## src/rtl/neuron_chunk_sequencer.sv

```systemverilog
// neuron_chunk_sequencer
//   Feeds a LANES-wide binary-weight dot-product unit. Serial neuron bytes and
//   weight words are packed into a chunk, the chunk is held on the operand
//   outputs while the unit computes, and the returned signed partial sums are
//   accumulated with saturation over num_chunks_i chunks. One activated
//   output neuron is emitted per start_i.
//
//   Optional feature macro: NEURON_RELU_EN (defined: ReLU on out_data_o).
//
// Ports
//   clk_i, rst_ni          clock (rising edge), async active-low reset
//   start_i, num_chunks_i  begin one neuron; chunk count sampled with start
//   in_valid_i/in_ready_o/in_data_i   neuron byte stream
//   w_valid_i/w_ready_o/w_bits_i      weight word stream
//   mult_neurons_o, mult_weights_o    operands to the dot-product unit
//   mult_sum_i                        signed partial sum from the unit
//   out_valid_o/out_ready_i           result handshake
//   out_data_o, out_acc_o             activated neuron, raw accumulator
//   busy_o                            high outside IDLE
module neuron_chunk_sequencer #(
  parameter int unsigned LANES    = 16,
  parameter int unsigned DW       = 8,
  parameter int unsigned ACC_W    = 16,
  parameter int unsigned MULT_LAT = 1,
  parameter int unsigned CW       = 7
) (
  input  logic                  clk_i,
  input  logic                  rst_ni,
  input  logic                  start_i,
  input  logic [CW-1:0]         num_chunks_i,
  input  logic                  in_valid_i,
  output logic                  in_ready_o,
  input  logic [DW-1:0]         in_data_i,
  input  logic                  w_valid_i,
  output logic                  w_ready_o,
  input  logic [LANES-1:0]      w_bits_i,
  output logic [LANES*DW-1:0]   mult_neurons_o,
  output logic [LANES-1:0]      mult_weights_o,
  input  logic [DW-1:0]         mult_sum_i,
  output logic                  out_valid_o,
  input  logic                  out_ready_i,
  output logic [DW-1:0]         out_data_o,
  output logic [ACC_W-1:0]      out_acc_o,
  output logic                  busy_o
);

  localparam int unsigned BCW = $clog2(LANES + 1);
  localparam int unsigned LW  = 3;

  typedef enum logic [1:0] {IDLE, LOAD, ISSUE, OUT} state_e;

  state_e               state_q, state_d;
  logic [BCW-1:0]       byte_cnt_q, byte_cnt_d;
  logic                 w_have_q, w_have_d;
  logic [LW-1:0]        lat_cnt_q, lat_cnt_d;
  logic [CW-1:0]        chunk_cnt_q, chunk_cnt_d;
  logic [CW-1:0]        num_q, num_d;
  logic [ACC_W-1:0]     acc_q, acc_d;
  logic [LANES*DW-1:0]  neur_q, neur_d;
  logic [LANES-1:0]     wts_q, wts_d;
  logic                 out_valid_q, out_valid_d;
  logic [DW-1:0]        out_data_q, out_data_d;
  logic [ACC_W-1:0]     out_acc_q, out_acc_d;

  logic                 in_fire, w_fire, sample, last_chunk;
  logic                 bytes_done, w_done;
  logic [ACC_W:0]       sum_ext;
  logic [ACC_W-1:0]     acc_sat;
  logic [DW-1:0]        clipped, activated;

  // Handshake decode: registered state and counters only.
  always_comb begin
    in_ready_o = (state_q == LOAD) && (byte_cnt_q < BCW'(LANES));
    w_ready_o  = (state_q == LOAD) && !w_have_q;
    busy_o     = (state_q != IDLE);
    in_fire    = in_valid_i && in_ready_o;
    w_fire     = w_valid_i && w_ready_o;
    // Chunk complete counts the acceptances happening this very cycle.
    bytes_done = (byte_cnt_q == BCW'(LANES)) ||
                 ((byte_cnt_q == BCW'(LANES - 1)) && in_fire);
    w_done     = w_have_q || w_fire;
    sample     = (state_q == ISSUE) && (lat_cnt_q == LW'(MULT_LAT));
    last_chunk = ((CW+1)'(chunk_cnt_q) + (CW+1)'(1)) == (CW+1)'(num_q);
  end

  // Saturating accumulate of the sign-extended partial sum.
  always_comb begin
    sum_ext = {acc_q[ACC_W-1], acc_q} +
              {{(ACC_W+1-DW){mult_sum_i[DW-1]}}, mult_sum_i};
    if (sum_ext[ACC_W] != sum_ext[ACC_W-1]) begin
      acc_sat = sum_ext[ACC_W] ? {1'b1, {(ACC_W-1){1'b0}}}
                               : {1'b0, {(ACC_W-1){1'b1}}};
    end else begin
      acc_sat = sum_ext[ACC_W-1:0];
    end
  end

  // Clip to signed DW range, then activation.
  always_comb begin
    if (!acc_q[ACC_W-1] && (acc_q[ACC_W-2:DW-1] != '0)) begin
      clipped = {1'b0, {(DW-1){1'b1}}};
    end else if (acc_q[ACC_W-1] && (acc_q[ACC_W-2:DW-1] != '1)) begin
      clipped = {1'b1, {(DW-1){1'b0}}};
    end else begin
      clipped = acc_q[DW-1:0];
    end
`ifdef NEURON_RELU_EN
    activated = clipped[DW-1] ? '0 : clipped;
`else
    activated = clipped;
`endif
  end

  // State register
  always_ff @(posedge clk_i or negedge rst_ni) begin
    if (!rst_ni) begin
      state_q <= IDLE;
    end else begin
      state_q <= state_d;
    end
  end

  // Next-state logic
  always_comb begin
    state_d = state_q;
    unique case (state_q)
      IDLE:    if (start_i) state_d = (num_chunks_i == '0) ? OUT : LOAD;
      LOAD:    if (bytes_done && w_done) state_d = ISSUE;
      ISSUE:   if (sample) state_d = last_chunk ? OUT : LOAD;
      OUT:     if (out_valid_q && out_ready_i) state_d = IDLE;
      default: state_d = IDLE;
    endcase
  end

  // Datapath / output next values
  always_comb begin
    byte_cnt_d  = byte_cnt_q;
    w_have_d    = w_have_q;
    lat_cnt_d   = lat_cnt_q;
    chunk_cnt_d = chunk_cnt_q;
    num_d       = num_q;
    acc_d       = acc_q;
    neur_d      = neur_q;
    wts_d       = wts_q;
    out_valid_d = out_valid_q;
    out_data_d  = out_data_q;
    out_acc_d   = out_acc_q;
    unique case (state_q)
      IDLE: begin
        if (start_i) begin
          acc_d       = '0;
          byte_cnt_d  = '0;
          w_have_d    = 1'b0;
          chunk_cnt_d = '0;
          lat_cnt_d   = '0;
          num_d       = num_chunks_i;
        end
      end
      LOAD: begin
        lat_cnt_d = '0;
        for (int unsigned k = 0; k < LANES; k++) begin
          if (in_fire && (byte_cnt_q == BCW'(k))) begin
            neur_d[k*DW +: DW] = in_data_i;
          end
        end
        if (in_fire) byte_cnt_d = byte_cnt_q + BCW'(1);
        if (w_fire) begin
          wts_d    = w_bits_i;
          w_have_d = 1'b1;
        end
      end
      ISSUE: begin
        if (sample) begin
          acc_d       = acc_sat;
          chunk_cnt_d = chunk_cnt_q + CW'(1);
          byte_cnt_d  = '0;
          w_have_d    = 1'b0;
          lat_cnt_d   = '0;
        end else begin
          lat_cnt_d = lat_cnt_q + LW'(1);
        end
      end
      OUT: begin
        // First OUT cycle registers the result from the settled accumulator.
        if (!out_valid_q) begin
          out_valid_d = 1'b1;
          out_acc_d   = acc_q;
          out_data_d  = activated;
        end else if (out_ready_i) begin
          out_valid_d = 1'b0;
        end
      end
      default: ;
    endcase
  end

  always_ff @(posedge clk_i or negedge rst_ni) begin
    if (!rst_ni) begin
      byte_cnt_q  <= '0;
      w_have_q    <= 1'b0;
      lat_cnt_q   <= '0;
      chunk_cnt_q <= '0;
      num_q       <= '0;
      acc_q       <= '0;
      neur_q      <= '0;
      wts_q       <= '0;
      out_valid_q <= 1'b0;
      out_data_q  <= '0;
      out_acc_q   <= '0;
    end else begin
      byte_cnt_q  <= byte_cnt_d;
      w_have_q    <= w_have_d;
      lat_cnt_q   <= lat_cnt_d;
      chunk_cnt_q <= chunk_cnt_d;
      num_q       <= num_d;
      acc_q       <= acc_d;
      neur_q      <= neur_d;
      wts_q       <= wts_d;
      out_valid_q <= out_valid_d;
      out_data_q  <= out_data_d;
      out_acc_q   <= out_acc_d;
    end
  end

  always_comb begin
    mult_neurons_o = neur_q;
    mult_weights_o = wts_q;
    out_valid_o    = out_valid_q;
    out_data_o     = out_data_q;
    out_acc_o      = out_acc_q;
  end

endmodule

```

## config.mk

```make
export PLATFORM = sky130hd
export DESIGN_NAME = neuron_chunk_sequencer
export DESIGN_NICKNAME = d
export VERILOG_FILES = /design/src/rtl/neuron_chunk_sequencer.sv
export SDC_FILE = /design/constraint.sdc
export NUM_CORES = 1
export LEC_CHECK = 0
export ABC_AREA = 0
export BUFFER_PORTS_ARGS = -buffer_cell sky130_fd_sc_hd__buf_2
export CAP_MARGIN = 25
export CORE_MARGIN = 2
export CORE_UTILIZATION = 54
export DETAILED_ROUTE_END_ITERATION = 7
export PLACE_DENSITY = 0.82
export SYNTH_ARGS = -nofsm -noshare
export SYNTH_HDL_FRONTEND = slang
export SYNTH_SLANG_ARGS = --single-unit
```

## constraint.sdc

```tcl
create_clock -name clk_i -period 3.47 [get_ports clk_i]
set_input_delay 0.694 -clock clk_i [delete_from_list [all_inputs] [get_ports clk_i]]
set_output_delay 0.694 -clock clk_i [all_outputs]
set_load 0.005 [all_outputs]
```

Word level (Yosys, flattened, before mapping)
Cells that the tools add are included.
Cells by class
  order comparisons: 1
  add/subtract/negate cells: 5
  bitwise gates (word level): 1
  reductions and logical operators: 60
  multiplexer cells: 30
  eq/ne operators: 29
Operators by type and width (number)
  16-bit two-way mux: 4
  5-bit by 4-bit equality test with 1-bit output (second input constant): 8
  2-bit AND reduction: 20
  16-bit case mux with 2 select lines: 1
  1-bit logical AND: 25
  5-bit by 3-bit equality test with 1-bit output (second input constant): 4
  16-bit by 8-bit adder with 17-bit output: 1
  8-bit two-way mux: 2
  5-bit two-way mux: 3
  5-bit case mux with 3 select lines: 1
  7-bit two-way mux: 2
  7-bit case mux with 2 select lines: 1
  2-bit two-way mux: 6
  4-bit AND reduction: 3
  5-bit by 2-bit equality test with 1-bit output (second input constant): 2
  2-bit != test (second input constant): 5
  3-bit case mux with 3 select lines: 1
  7-bit by 1-bit adder with 8-bit output (second input constant): 1
  8-bit by 7-bit equality test with 1-bit output: 1
  8-bit != test (second input constant): 1
  2-bit case mux with 4 select lines: 1
  8-bit nonzero test: 1
  7-bit by 1-bit adder with 7-bit output (second input constant): 1
  7-bit logical NOT: 1
  other kinds (21): 30
Storage, ports and cells
  output and inout port bits: 172
  bits in registers: 210
  input bits: 45

Longest topological paths before layout
Gate-level depths: netlist of the first run.
  depth after elaboration: 8
  gate-level depth with buffers: 11
  depth with buffers taken out: 9

Worst setup path after synthesis of the first run
OpenSTA, ideal clock, no wires.
  path kind: input to register
  from: input mult_sum_i[0]
  to: register acc_q[13]
  slack: 0.570 ns
  library setup time: 0.121 ns
  required time: 3.349 ns
  stages: 10
  arrival time: 2.779 ns
  buffers on the path: 1
  cells stage by stage: ha_1 > fa_1 > a211oi_1 > o21ai_2 > a31o_2 > nand2_1 > a32oi_2 > buf_4 > maj3_2 > a22o_1
On the way
  word-level cells in the longest chain between the ends: 5
  elaborated cells on any way between the ends: 6
RTL lines
  from (decl): RTL line 39  | input logic [DW-1:0] mult_sum_i,
  16-bit by 8-bit adder with 17-bit output *: RTL line 88  | sum_ext = {acc_q[ACC_W-1], acc_q} +
  16-bit two-way mux or 1-bit != test (tied branches): RTL line 91, 90
  16-bit two-way mux *: RTL line 90  | if (sum_ext[ACC_W] != sum_ext[ACC_W-1]) begin
  16-bit two-way mux *: RTL line 173  | if (sample) begin
  16-bit case mux with 2 select lines *: RTL line 148  | unique case (state_q)
  to (signal assigned): RTL line 204  | acc_q <= '0;
  to (signal assigned): RTL line 216  | acc_q <= acc_d;
  to (decl): RTL line 58  | logic [ACC_W-1:0] acc_q, acc_d;
Mark *: on every way between the ends. The rest lies on a longest branch, timed or not. The select of a mux whose other input is x is not followed.
A chain may end at the register's enable or synchronous reset.

Final worst setup path of the first run
  from: register acc_q[2]
  to: register acc_q[9]
On the way
  word-level cells in the longest chain between the ends: 5
  elaborated cells on any way between the ends: 6
RTL lines (RTL line)
  16-bit by 8-bit adder with 17-bit output *: 88
  16-bit two-way mux or 1-bit != test (tied branches): 91, 90
  16-bit two-way mux *: 90
  16-bit two-way mux *: 173
  16-bit case mux with 2 select lines *: 148
Marks and branches as above.

==> flow_summary.yaml, run 1 <==
outcome:
  status: "complete, no violations"
pwr:
  comb_power_share: 0.323
  p_int_w: 0.006088
  swShare: 0.3212
  clockPowerShare: 0.253
  vdd_drop_max_v: 0.0005175
  p_leak_nw: 5.869
  p_per_area_nw_per_um2: 797.3
  power_switching_w: 0.002881
  seq_power_share: 0.424
synthesis:
  synth.area.top_cells: "dfrtp_1 (57%), mux2_2 (20%), ha_1 (3.3%)"
  ys_seq_area_frac: 0.5690
  netlist.area_leader.share: 0.5690
  ys_seq_elements: 210
  yosys.area.top_type: "dfrtp_1"
  synth_nets: 785
  post_synth_inst_count: 715
  synth_flop_cell: "dfrtp_1"
  ys_warn_count: 0
  postSynth.asyncResetShare: 1.000
  netlist_area_sq_um: 9236
  synth_enable_flop_cells: 0
  avgSynthCellArea_sq_um: 12.92
  ys_types: 53
worst_setup_path:
  worst_path_most_repeated_cell: "o21ai_0"
  critPathMaxFanout: 17
  start_kind: "flip-flop"
  path_class: "flip-flop to flip-flop"
  critPathArrivalTime_ps: 3320
  r2r_start: "acc_q[2]"
  worstSetupEndpointType: "flip-flop"
  critPathBufInv: 0
  startpoint: "acc_q[2]"
  crit_path_top_delay_cell: "xnor2_2"
  crit_path_cell_trace: "ha_1, o211ai_1, o21ai_2, a31oi_1, o211ai_2, xnor2_2, o21ai_0, o21ai_0"
  cp_data_required_time_ps: 3890
  max_stage_delay_ps: 610
  cp_top_family: "compound AO/OA/AOI/OAI gates"
placed_design:
  dp_cells: 1128
  portBuffers: 216
  dp_hpwl_microns: 15490
  gp_congestion: 0.9208
die:
  die_width_microns: 134.8
  rows: 47
  die_y_microns: 134.8
  core_sq_um: 16640
  start_util: 0.5550
  die_area_sq_um: 18170
  ios: 217
route:
  wl_met3_microns: 1454
  drtAntennaViolNets: 0
  via_count: 6663
  wl_microns: 21980
  drt_iter0_drc: 375
  met2_length_microns: 10700
  met1_length_microns: 9318
  viasPerCell: 5.695
  topRoutingLayerUsed: "met4"
  drtPass1Iterations: 4
  drc: 0
  post_drt_wl_per_cell_microns: 18.79
cts:
  clkSinkCount: 210
  cts_setup_buffers: 0
  insertion_delay_ps: 520
  clkTransAtPathRegs_ps: 60
  cts_root_buf: "clkbuf_16"
  cts_buffers: 23
  cts.hold.buffers_added: 0
  clockBufferDepth: 3
  cts_tree: "done"
  cts.repair.resized: 0
  htree_levels: 1
run:
  maxCapViolCount: 0
timing:
  setup_viol: 0
  finClkSkew_ps: 21.39
  min_period_ps: 2897
  fin_crit_sh: 0.8349
  rsz0062_at_grt: "false"
  max_freq_mhz: 345.2
  tightest_slew_ps: 755.6
  hold_violations: 0
  slew_headroom: 0.4910
  setup_tns_ps: 0
  finalMaxSlewViolations: 0
grt:
  grt.total_usage: 0.2412
  grt_max_degree: 81
  grt_pass1_wl_microns: 34880
  first_global_vias: 6598
  grt_overflow: 0
  antenna_found_initial: 1
final_layout:
  fin_util: 0.6759
  seq_area_sq_um: 5255
  fin_cells: 1170
  fillers: 1213
  syn_to_final_growth_pct: 21.78
  nets: 1003
  multiInputGateArea_sq_um: 3816
  drive_gt1_frac: 0.4573
min_path:
  min_path_type: "input pin to async pin"
routing by layer:
metal  GRT usage  vias to the layer above
met1      0.3318                     3373
met4     0.07544                        0
met3     0.04092                       36
met2      0.3945                      238
li1            -                     3016
met5           0                        -
synthesized netlist by cell type (2+ instances only):
master    instances
and4_1            2
o21ai_2           2
buf_2             2
nand2_1          55
inv_1            11
o22ai_1           3
nand2b_1          4
o211ai_1          5
buf_4             3
clkbuf_1         19
a22o_1            4
a21oi_1          31
nand4_1           5
mux2_2          167
a31oi_1           2
and3_1            6
and2_1            3
a211o_1           2
nor2b_1           2
nor3b_2           3
o21ai_1           3
o311ai_1          2
nor3_1            7
o21ai_0          47
ha_1             24
a21o_1            7
buf_1             4
maj3_2            3
nor2_1           17
nand3_1           8
a22oi_1           3
xnor2_1          12
dfrtp_1         210
nor4_1            5
xor2_1           11
o31ai_1           4
worst reg2reg max path: stages (launching register included):
cell      delay [ps]
dfrtp_1          440
ha_1             370
o211ai_1         250
o21ai_2          140
a31oi_1          300
o211ai_2         150
xnor2_2          610
o21ai_0          320
o21ai_0          240
worst paths after layout:
kind	to	slack (ps)	cells past startpoint
min in group clk_i	mult_weights_o[13]	430	2
hold / removal	mult_neurons_o[126]	200	1
hold reg to reg	out_data_o[2]	470	2
setup reg to reg	acc_q[9]	570	8
max in group asynchronous	mult_neurons_o[100]	2420	2
setup / recovery	acc_q[9]	570	8
through the flow:
stage          power, W  setup slack [ps]  hold slack (ps)  instance area (sq um)
6_report       0.008969             573.0            200.8                  11250
4_1_cts        0.009024             613.4            226.2                  11250
3_3_place_gp   0.006598             386.6            458.1                  10550
2_1_floorplan  0.005457             569.8            398.4                   9236
3_5_place_dp   0.006742             290.0            467.1                  10550
5_1_grt        0.009507             350.3            251.1                  11250
registers in the layout, indices dropped and copies added, names as in the netlist:
name	flops
lat_cnt_q	3
out_data_o	8
out_acc_o	16
out_valid_o	1
mult_weights_o	16
acc_q	16
w_have_q	1
state_q	2
mult_neurons_o	128
chunk_cnt_q	7
num_q	7
byte_cnt_q	5
power groups by stage:
| stage | logic, W | registers [W] | clock network, W |
|---|---|---|---|
| global route | 0.00318 | 0.00391 | 0.00242 |
| detailed placement | 0.00291 | 0.00383 | 0 |
| finish | 0.00290 | 0.00380 | 0.00227 |
| global placement | 0.00281 | 0.00378 | 0 |
| CTS | 0.00292 | 0.00380 | 0.00230 |
| floorplan | 0.00165 | 0.00381 | 0 |
placed cells by master (no fill, tap or decap), drive strengths merged, types with 2 or more instances in the layout:
cell type / count
maj3: 3
o31ai: 4
a32oi: 2
ha: 24
and4: 2
nand2b: 4
and2: 3
a2111oi: 2
a211oi: 2
nand2: 55
and3: 6
clkinvlp: 2
buf: 221
nor4: 5
a31oi: 2
o211ai: 6
o22ai: 3
nor3b: 3
dfrtp: 210
a22oi: 3
nand3: 8
xnor2: 13
inv: 12
a211o: 2
mux2: 168
a21o: 7
nor2: 17
nand4: 5
a22o: 4
a21oi: 31
o21ai: 52
o311ai: 2
nor2b: 2
clkbuf: 38
nor3: 7
xor2: 11
logic make-up (layout without fill, tap and decap cells):
group           count (synthesis)  in the layout  share of synthesized area
xor+xnor                       24             24                    0.02357
flops                         210            210                     0.5690
compound gates                126            126                    0.08467
other cells                     0              1                          0
mux                           168            168                     0.2048
buf+inv                        40            274                    0.01788
fa+ha+maj                      28             28                    0.03834
simple gates                  119            119                    0.06177
area by class of cell:
| type | count | area share |
|---|---|---|
| multi-input cells | 465 | 0.3393 |
| clock inverters | 4 | 0.003560 |
| diodes | 1 | 0.0002225 |
| clock buffers | 37 | 0.05851 |
| flip-flops and latches | 210 | 0.4672 |
| well taps | 220 | 0.02447 |
| inverters | 11 | 0.003671 |
| repair buffers | 222 | 0.1031 |
Note: power is estimated with default switching activity, not from simulation.
==> inputs of run 2 (changes only) <==
--- a/config.mk
+++ b/config.mk
@@ -5,7 +5,7 @@
 export SDC_FILE = /design/constraint.sdc
 export NUM_CORES = 1
 export LEC_CHECK = 0
-export ABC_AREA = 0
+export ABC_AREA = 1
 export BUFFER_PORTS_ARGS = -buffer_cell sky130_fd_sc_hd__buf_2
 export CAP_MARGIN = 25
 export CORE_MARGIN = 2
==> constraint.sdc (replaced) <==
create_clock -name clk_i -period 2.9 [get_ports clk_i]
set_input_delay 0.58 -clock clk_i [delete_from_list [all_inputs] [get_ports clk_i]]
set_output_delay 0.58 -clock clk_i [all_outputs]
set_load 0.005 [all_outputs]
==> run 2 against run 1 <==
Net effect:
- register-to-register slack got worse by 230 ps
- core utilization rose by 0.14 points
- sequential share of layout area fell by 0.093 points
- setup slack got worse by 230 ps
- wire length increased by 7.8%
- combinational power fell by 83%
- via count rose by 16%
- critical endpoint is now acc_q[5]
- highest routed layer unchanged
==> flow_summary.yaml, run 2 <==
timing:
  finalMaxSlewViolations: 0
  rsz0062_at_grt: "false"
  finClkSkew_ps: 8.084
  fin_crit_sh: 0.8809
  tightest_slew_ps: 741.6
  setup_tns_ps: 0
  hold_slack_ps: 9.821
  hold_violations: 0
  max_freq_mhz: 391.4
  slew_headroom: 0.5044
  min_period_ps: 2555
  setup_viol: 0
synthesis:
  synth_nets: 1083
  synth.area.top_cells: "dfrtp_1 (57%), nand2_1 (14%), o21ai_0 (8.2%)"
  synth_top_cells_by_count: "nand2_1 (349), dfrtp_1 (210), o21ai_0 (152), inv_1 (74), nand3_1 (34)"
  netlist.area_leader.share: 0.5695
  yosys.area.top_type: "dfrtp_1"
  post_synth_inst_count: 1013
  synth_xor_xnor_area_share: 0.01614
  synth_mux_area_frac: 0.01953
  synth_enable_flop_cells: 0
  synth.most_common_cell: "nand2_1"
  ys_warn_count: 0
  postSynth.asyncResetShare: 1.000
  netlist_area_sq_um: 9228
  avgSynthCellArea_sq_um: 9.109
  synthSimpleGateAreaFrac: 0.1991
  synth_flop_cell: "dfrtp_1"
  ys_types: 39
  synth_top_family_by_area: "simple AND/OR/NAND/NOR gates"
  ys_seq_elements: 210
  ys_seq_area_frac: 0.5695
  synthAdderAreaFrac: 0.03471
  synth_compound_area_frac: 0.1081
pwr:
  swShare: 0.2342
  seq_power_share: 0.455
  p_total_w: 0.006569
  p_leak_nw: 6.256
  comb_power_share: 0.077
  vdd_drop_max_v: 0.0005092
  clockPowerShare: 0.467
  p_per_area_nw_per_um2: 582.8
  power_switching_w: 0.001538
  p_int_w: 0.005030
route:
  drtAntennaViolNets: 0
  post_drt_wl_per_cell_microns: 16.17
  viasPerCell: 5.274
  via_count: 7727
  drtPass1Iterations: 5
  wl_microns: 23690
  drc: 0
  drt_iter0_drc: 551
placed_design:
  placed_area_sq_um: 10460
  gp_congestion: 0.9192
  portBuffers: 216
  dp_hpwl_microns: 16640
final_layout:
  final_area_sq_um: 11270
  diodes: 0
  syn_to_final_growth_pct: 22.14
  nets: 1298
  largest_reg_flops: 128
  layout_commonest_cell: "nand2_1"
  drive_gt1_frac: 0.2345
  mostFrequentLayoutCells: "nand2_1 (349), buf_2 (215), dfrtp_1 (210), o21ai_0 (152), inv_1 (74)"
cts:
  cts.repair.resized: 0
  cts_root_buf: "clkbuf_16"
  cts_tree: "done"
  cts.hold.buffers_added: 0
  cts_buffers: 23
  clkTransAtPathRegs_ps: 60
  cts_setup_buffers: 0
  clockBufferDepth: 3
  htree_levels: 1
  clkSinkCount: 210
  insertion_delay_ps: 500
worst_setup_path:
  critPathMaxFanout: 15
  startpoint: "acc_q[0]"
  critPathArrivalTime_ps: 2940
  cp_data_required_time_ps: 3290
  crit_path_top_delay_cell: "dfrtp_1"
  path_class: "flip-flop to flip-flop"
  cp_top_family: "simple AND/OR/NAND/NOR gates"
  start_kind: "flip-flop"
  r2r_start: "acc_q[0]"
  max_stage_delay_ps: 440
  critPathBufInv: 0
  crit_path_cell_trace: "ha_1, fa_1, nand2_1, nand2_1, nand3_1, nand2_1, nand2_1, nand2_1, nand2_1, nand2_1, nand2_1, nand3_1, nand2_1, nand2_1"
  worst_path_most_repeated_cell: "nand2_1"
  worstSetupEndpointType: "flip-flop"
die:
  start_util: 0.5545
  core_sq_um: 16640
  rows: 47
  die_y_microns: 134.7
  ios: 217
  die_area_sq_um: 18150
  die_width_microns: 134.7
grt:
  grt.total_usage: 0.2616
  grt_pass1_wl_microns: 37970
  grt_max_degree: 73
  first_global_vias: 7421
  grt_overflow: 0
  antenna_found_initial: 0
min_path:
  min_path_type: "input pin to async pin"
run:
  maxCapViolCount: 0
outcome:
  status: "complete, no violations"
==> run 2: changes by cell type in the layout (fill, tap and decap cells not counted), sizes merged, moves of 5 or more <==
cell | previous run | this run
o21ai | 52 | 159
nor2 | 17 | 32
a21oi | 31 | 21
and3 | 6 | 0
o211ai | 6 | 0
nand3 | 8 | 37
a21o | 7 | 1
clkbuf | 38 | 33
nand2 | 55 | 351
inv | 12 | 78
mux2 | 168 | 16
==> run 2: through the flow <==
stage / std cells / setup WS, ps / util
final: 1465 / 345.4 / 0.6772
after detailed placement: 1423 / 152.0 / 0.6284
after global routing: 1465 / 100.8 / 0.6772
after global placement: 1423 / 265.8 / 0.6284
after CTS: 1465 / 362.2 / 0.6772
after floorplan: 1013 / 552.8 / -
==> run 2: worst paths after layout <==
check,slack (ps),cells after the start,endpoint
setup / recovery,350,14,acc_q[5]
hold / removal,10,1,mult_neurons_o[18]
setup reg to reg,350,14,acc_q[5]
hold reg to reg,470,2,out_acc_o[4]
max in group asynchronous,2100,2,mult_weights_o[11]
min in group clk_i,310,3,num_q[5]
==> run 2: area by class of cell <==
cell class                      count  area (sq um)
Clock buffer                       32         679.4
Clock inverter                     10         132.6
Fill cell                        1320          5371
Inverter                           76         285.3
Multi-Input combinational cell    695          3483
Sequential cell                   210          5255
Tap cell                          220         275.3
Timing Repair Buffer              222          1160
==> run 2: power groups by stage <==
| stage | clock [W] | sequential (W) | combinational (W) |
|---|---|---|---|
| after global placement | 0 | 0.00304 | 0.000495 |
| final | 0.00307 | 0.00299 | 0.000507 |
| after detailed placement | 0 | 0.00304 | 0.000505 |
| after CTS | 0.00311 | 0.00299 | 0.000508 |
| after global routing | 0.00324 | 0.00299 | 0.000579 |
| after floorplan | 0 | 0.00303 | 0.000320 |
==> run 2: logic make-up after synthesis <==
group / Yosys count
buffers and inverters: 108
AO/OA/AOI/OAI: 192
flip-flops: 210
adder cells (fa/ha/maj): 25
AND/OR/NAND/NOR: 445
multiplexers: 16
XOR/XNOR: 17
==> run 2: routing by layer <==
layer,vias up,part of all wire,track usage
met2,260,0.47,0.4250
met3,46,0.074,0.06194
met5,-,0,0
met1,3706,0.42,0.3522
met4,0,0.031,0.08012
li1,3715,-,-
